## src/rtl/mem_arb_pkg.sv

```systemverilog
// Shared types for the unified-memory arbiter.
// State encoding, grant encoding and the latched memory command.
package mem_arb_pkg;

    typedef enum logic [1:0] {
        IDLE  = 2'd0,
        FETCH = 2'd1,
        DATA  = 2'd2,
        RESP  = 2'd3
    } state_t;

    typedef enum logic {
        GNT_FETCH = 1'b0,
        GNT_DATA  = 1'b1
    } grant_t;

    typedef struct packed {
        logic        we;
        logic [15:0] addr;
        logic [15:0] wdata;
    } mem_cmd_t;

    // Round-robin pick: on contention the side not served last wins.
    function automatic grant_t pick_grant(
        input logic   f_pend,
        input logic   d_pend,
        input grant_t last
    );
        grant_t g;
        g = GNT_FETCH;
        if (f_pend && d_pend) begin
            if (last == GNT_FETCH) g = GNT_DATA;
            else                   g = GNT_FETCH;
        end else if (d_pend) begin
            g = GNT_DATA;
        end
        return g;
    endfunction

endpackage

```

## src/rtl/mem_arbiter.sv

```systemverilog
// Fetch/data arbiter in front of a single-port unified memory.
// One access in flight; fixed LATENCY from mem_en to read data.
module mem_arbiter
    import mem_arb_pkg::*;
#(
    parameter int LATENCY = 4
) (
    input  logic        clk,
    input  logic        rst,
    input  logic        if_req,
    input  logic [15:0] if_addr,
    output logic [15:0] if_rdata,
    output logic        if_ready,
    output logic        if_stall,
    input  logic        d_re,
    input  logic        d_we,
    input  logic [15:0] d_addr,
    input  logic [15:0] d_wdata,
    output logic [15:0] d_rdata,
    output logic        d_ready,
    output logic        d_stall,
    output logic        mem_en,
    output logic        mem_we,
    output logic [15:0] mem_addr,
    output logic [15:0] mem_wdata,
    input  logic [15:0] mem_rdata
);

    localparam logic [3:0] LAT = 4'(LATENCY);

    state_t   state;
    state_t   state_nx;
    grant_t   last_grant;
    grant_t   gnt;
    mem_cmd_t cmd;
    logic [3:0] cnt;
    logic     d_pend;
    logic     busy;
    logic     grant_go;
    logic     capture;

    assign d_pend = d_re | d_we;
    assign busy   = (state == FETCH) || (state == DATA);

    // Next-state: grant from IDLE, count down while busy, one RESP cycle.
    always_comb begin
        state_nx = state;
        grant_go = 1'b0;
        capture  = 1'b0;
        gnt      = pick_grant(if_req, d_pend, last_grant);
        case (state)
            IDLE: begin
                if (if_req || d_pend) begin
                    grant_go = 1'b1;
                    if (gnt == GNT_DATA) state_nx = DATA;
                    else                 state_nx = FETCH;
                end
            end
            FETCH, DATA: begin
                if (cnt == 4'd1) begin
                    capture  = 1'b1;
                    state_nx = RESP;
                end
            end
            RESP:    state_nx = IDLE;
            default: state_nx = IDLE;
        endcase
    end

    // State register; reset abandons any access in flight.
    always_ff @(posedge clk or posedge rst) begin
        if (rst) state <= IDLE;
        else     state <= state_nx;
    end

    // Grant bookkeeping: latch the winner's command and load the countdown.
    always_ff @(posedge clk or posedge rst) begin
        if (rst) begin
            cnt        <= 4'd0;
            last_grant <= GNT_FETCH;
            cmd        <= '0;
        end else if (grant_go) begin
            cnt        <= LAT;
            last_grant <= gnt;
            cmd.we     <= (gnt == GNT_DATA) && d_we;
            cmd.wdata  <= d_wdata;
            if (gnt == GNT_DATA) cmd.addr <= d_addr;
            else                 cmd.addr <= if_addr;
        end else if (busy) begin
            cnt <= cnt - 4'd1;
        end
    end

    // Response registers hold until the next read for that requester.
    always_ff @(posedge clk or posedge rst) begin
        if (rst) begin
            if_rdata <= 16'h0000;
            d_rdata  <= 16'h0000;
        end else if (capture) begin
            if (last_grant == GNT_FETCH) if_rdata <= mem_rdata;
            else if (!cmd.we)            d_rdata  <= mem_rdata;
        end
    end

    // Memory command is valid only in the first busy cycle.
    always_comb begin
        mem_en    = busy && (cnt == LAT);
        mem_we    = mem_en && cmd.we;
        mem_addr  = cmd.addr;
        mem_wdata = cmd.wdata;
    end

    // Ready pulses in RESP; stalls are held off while in reset.
    always_comb begin
        if_ready = (state == RESP) && (last_grant == GNT_FETCH);
        d_ready  = (state == RESP) && (last_grant == GNT_DATA);
        if_stall = ~rst & if_req & ~if_ready;
        d_stall  = ~rst & d_pend & ~d_ready;
    end

endmodule
```

## config.mk

```make
export PLATFORM = sky130hd
export DESIGN_NAME = mem_arbiter
export DESIGN_NICKNAME = d
export VERILOG_FILES = /design/src/rtl/mem_arb_pkg.sv /design/src/rtl/mem_arbiter.sv
export SDC_FILE = /design/constraint.sdc
export NUM_CORES = 1
export LEC_CHECK = 0
export ABC_AREA = 1
export BUFFER_PORTS_ARGS = -buffer_cell sky130_fd_sc_hd__buf_2
export CAP_MARGIN = 40
export CORE_MARGIN = 3
export CORE_UTILIZATION = 44
export DETAILED_ROUTE_END_ITERATION = 8
export GPL_ROUTABILITY_DRIVEN = 0
export PLACE_DENSITY = 0.81
export SLEW_MARGIN = 20
export SYNTH_ARGS = -nofsm -noshare
export SYNTH_HDL_FRONTEND = slang
export SYNTH_SLANG_ARGS = --single-unit
```

## constraint.sdc

```tcl
create_clock -name clk -period 2.5 [get_ports clk]
set_input_delay 0.75 -clock clk [delete_from_list [all_inputs] [get_ports clk]]
set_output_delay 0.75 -clock clk [all_outputs]
set_load 0.01 [all_outputs]
```

# Word-level counts from Yosys, hierarchy flattened
# Index checks and enable logic that the tools add are counted.
dict set report op_classes {
  muxes 14
  addsub 1
  n_eq_ne 7
  bitwise 10
  reduce_logical 14
}
# operator count
set ops {}
lappend ops {{16-bit 2-to-1 mux} 1}
lappend ops {{4-bit 2-to-1 mux} 2}
lappend ops {{1-bit 2-to-1 mux} 7}
lappend ops {{1-bit logical AND} 6}
lappend ops {{2-bit 2-to-1 mux} 3}
lappend ops {{2-bit case mux with 3 select lines} 1}
lappend ops {{1-bit NOT} 5}
lappend ops {{1-bit AND} 4}
lappend ops {{2-bit == test (second input constant)} 2}
lappend ops {{4-bit by 1-bit == test with 1-bit output (second input constant)} 1}
lappend ops {{4-bit by 3-bit == test with 1-bit output (second input constant)} 1}
lappend ops {{2-bit inequality test (second input constant)} 2}
lappend ops {{2-bit AND reduction} 2}
lappend ops {{4-bit by 1-bit subtractor with 4-bit output (second input constant)} 1}
lappend ops {{3-bit AND reduction} 1}
lappend ops {{2-bit by 1-bit == test with 1-bit output (second input constant)} 1}
lappend ops {{2-bit zero test} 1}
lappend ops {{1-bit logical OR} 2}
lappend ops {{2-bit nonzero test} 1}
lappend ops {{2-bit OR reduction} 1}
lappend ops {{1-bit bitwise OR} 1}
dict set report word_totals {
  out_inout_bits 70
  reg_bits 72
}

# Longest topological paths before layout
dict set report logic_depth {
  word_depth 6
  ltp_mapped 8
  mapped_depth_nobuf 8
}

# Worst setup path before layout
# Ideal clock, no wire load.
dict set report synth_timing {
  path_kind {register to output}
  startpoint {reg state[0]}
  endpoint {out mem_we}
  t_arrival_ps 1221
  required_ps 1750
  slack_ps 529
  stages_incl_launch_ff 5
  path_cell_list {dfrtp_1 -> inv_1 -> ha_1 -> inv_4 -> nor3b_1}
}
dict set report synth_via {
  elab_chain_len 4
}
# item line
set synth_rtl {}
lappend synth_rtl {{from (decl)} mem_arbiter.sv:31} ;# state_t state;
lappend synth_rtl {{from (signal assigned)} mem_arbiter.sv:73} ;# else state <= state_nx;
lappend synth_rtl {{2-bit by 1-bit == test with 1-bit output or 2-bit == test (tied branches)} mem_arbiter.sv:43} ;# assign busy = (state == FETCH) || (state == DATA);
lappend synth_rtl {{1-bit logical OR (*)} mem_arbiter.sv:43}
lappend synth_rtl {{1-bit logical AND (*)} mem_arbiter.sv:107} ;# mem_en = busy && (cnt == LAT);
lappend synth_rtl {{1-bit logical AND (*)} mem_arbiter.sv:108} ;# mem_we = mem_en && cmd.we;
lappend synth_rtl {{to (decl)} mem_arbiter.sv:23} ;# output logic mem_we,
# Mark *: on every way between the ends. The rest lies on a longest branch, timed or not.

# Worst setup path after layout
# Ends and elaborated chain as after synthesis.

==> impl_metrics.ini <==
[synthesis]
ys_types = 24
synth_area_leaders = dfrtp_1, nand2_1, buf_4
synth_flop_cell = dfrtp_1
yosys-top-cells-count = nand2_1, dfrtp_1, inv_1, nand3_1, buf_4
netlist_instances = 447
synth_nets = 521
syn_area_per_cell_sq_um = 7.95
postSynth.asyncResetShare = 1.00
synth_top_area_frac = 0.507
yosysTopAreaCell = dfrtp_1
yosysWarnings = 0
netlist_area_sq_mm = 0.00355
ys_seq_area_frac = 0.507
ys_ff_latch = 72
synth_edf_count = 0
synth.most_common_cell = nand2_1

[die]
die_y_microns = 95.9
io_pins = 139
fp.coreArea_sq_mm = 0.00777
die_w_microns = 95.9
rows = 32
dieArea_sq_mm = 0.00919
initial_core_util = 0.457

[timing]
finalSetupViolCount = 0
fin_crit_sh = 0.934
clock-skew-final_ps = 9.46
period_minus_slack_ps = 2340
slew_viol_final = 0
finalHoldWorstSlack_ps = 417
clock.fmax_mhz = 428
rsz0062_at_grt = no
setup_tns_ps = 0
hold_viol = 0
slew_headroom = 0.565
tightest_slew_ps = 650

[clock_tree]
h-tree-depth = 3
clkTransAtPathRegs_ps = 70
cts_setup_buffers = 0
insertion_delay_ps = 330
postCtsHoldBufs = 0
cts_buffers = 9
tritoncts = built
cts.sinks = 72
cts_max_path_buffers = 2
clock-root-buffer = clkbuf_8
cts-resized-gates = 0

[outcome]
status = completed

[worst_setup_path]
end_kind = output pin
crit_required_ps = 1750
cp_max_fo = 7
crit_chain = inv_1 > ha_2 > inv_4 > nor3b_1 > buf_2
critPathSlowestCell = ha_2
critPathKind = register to output pin
critical_path.top_delay_family = adder cells
start_kind = register
r2r-start = state[0]$_DFFE_PP0P_
cp.arrival_ps = 1590
slowest_delay_ps = 400
critPathLaunch = state[0]$_DFFE_PP0P_
cp_num_buf_inv = 3

[placement]
dp_hpwl_microns = 6020
portBuffers = 138
postPlaceCellArea_sq_mm = 0.00411
placed_cells = 648

[worst_hold_path]
hold_path.class = input pin to async pin

[detailed_routing]
vias_per_cell = 4.70
drt_iter0_drc = 86
wire_per_inst_microns = 12.1
wirelength_microns = 7990
firstDrtPassIters = 4
vias = 3110
drc_errors = 0
antenna_left = 0

[finish]
num_antenna_cells = 0
postLayoutCellArea_sq_mm = 0.00429
drive_gt1_frac = 0.305
nNetsFinal = 631
fin_cells = 662
syn_to_final_growth_pct = 20.6

[grt]
antenna_found_initial = 0
grtUsageMet3 = 0.0399
top_usage_layer = met2
use_met1 = 0.212
globalRouteMet2Util = 0.298
overflow = 0
grt_usage = 0.173
grt_pass1_vias = 2821
grt_pass1_wl_microns = 12500
grt_max_degree = 31

[power_and_ir_drop]
p_leak_nw = 2.53
irDropWorstVdd_uv = 414
p_per_area_mw_per_mm2 = 1210

[job]
cap_viol_max_count = 0
==> cell families (layout without fill, tap and decap cells) <==
| group | count (synthesis) | after routing | share of synthesized area |
|---|---|---|---|
| AO/OA/AOI/OAI | 7 | 7 | 0.0123 |
| XOR/XNOR | 1 | 1 | 0.00247 |
| adder cells (fa/ha/maj) | 5 | 5 | 0.0176 |
| buffers and inverters | 94 | 207 | 0.147 |
| flip-flops | 72 | 72 | 0.507 |
| AND/OR/NAND/NOR | 268 | 268 | 0.314 |
==> sequential cells by signal (all words and copies together), names as in the netlist <==
signal	count
d_rdata	16
if_rdata	16
mem_addr	16
mem_wdata	16
cnt	4
state	2
cmd	1
last_grant	1
==> worst paths after layout <==
path / endpoint / slack [ps] / cells after the start
worst max-delay path: mem_we / 160 / 5
worst min-delay path: cnt[1]$_DFFE_PP0P_ / 420 / 2
worst max register to register: if_rdata[2]$_DFFE_PP0P_ / 730 / 6
worst min register to register: mem_wdata[4]$_DFFE_PP0P_ / 470 / 2
max in group asynchronous: if_rdata[0]$_DFFE_PP0P_ / 1560 / 3
min in group clk: mem_wdata[4]$_DFFE_PP0P_ / 470 / 2
==> cells in the final DEF, fill, tap and decap left out, drive strengths merged <==
cell,Yosys,layout
clkinv,0,1
nand2,219,219
buf,45,144
ha,5,5
nor3b,1,1
nor3,3,3
dfrtp,72,72
o21ai,4,4
clkbuf,0,12
nor2,8,8
clkinvlp,0,2
a31oi,1,1
xor2,1,1
a21oi,2,2
nand3,37,37
inv,49,48
==> metrics by stage <==
stage               utilization  worst slack, ps  total power, mW
CTS                       0.552             58.4             5.27
global route              0.552             49.6             5.66
global placement          0.528              341             4.32
finish                    0.552              165             5.20
floorplan                     -              529             3.87
detailed placement        0.529              333             4.45
==> routing by layer <==
layer / share of wire / wire [microns] / vias to the layer above
li1: - / - / 1534
met1: 0.41 / 3270 / 1438
met2: 0.49 / 3920 / 130
met3: 0.090 / 722 / 8
met4: 0.0098 / 78 / 0
met5: 0 / 0 / -
==> area by class of cell <==
class	count	area (sq um)
multi-input combinational	281	1240
inverter	49	190
tap	102	128
timing repair buffer	144	756
clock buffer	12	155
sequential	72	1800
clock inverter	2	16.3
fill	717	3480
==> power breakdown <==
group | switching, mW | total (mW) | internal (mW)
logic | 1.46 | 2.36 | 0.894
clock network | 0.397 | 0.803 | 0.406
registers | 0.317 | 2.04 | 1.72
Power figures use the tool's default switching activity.
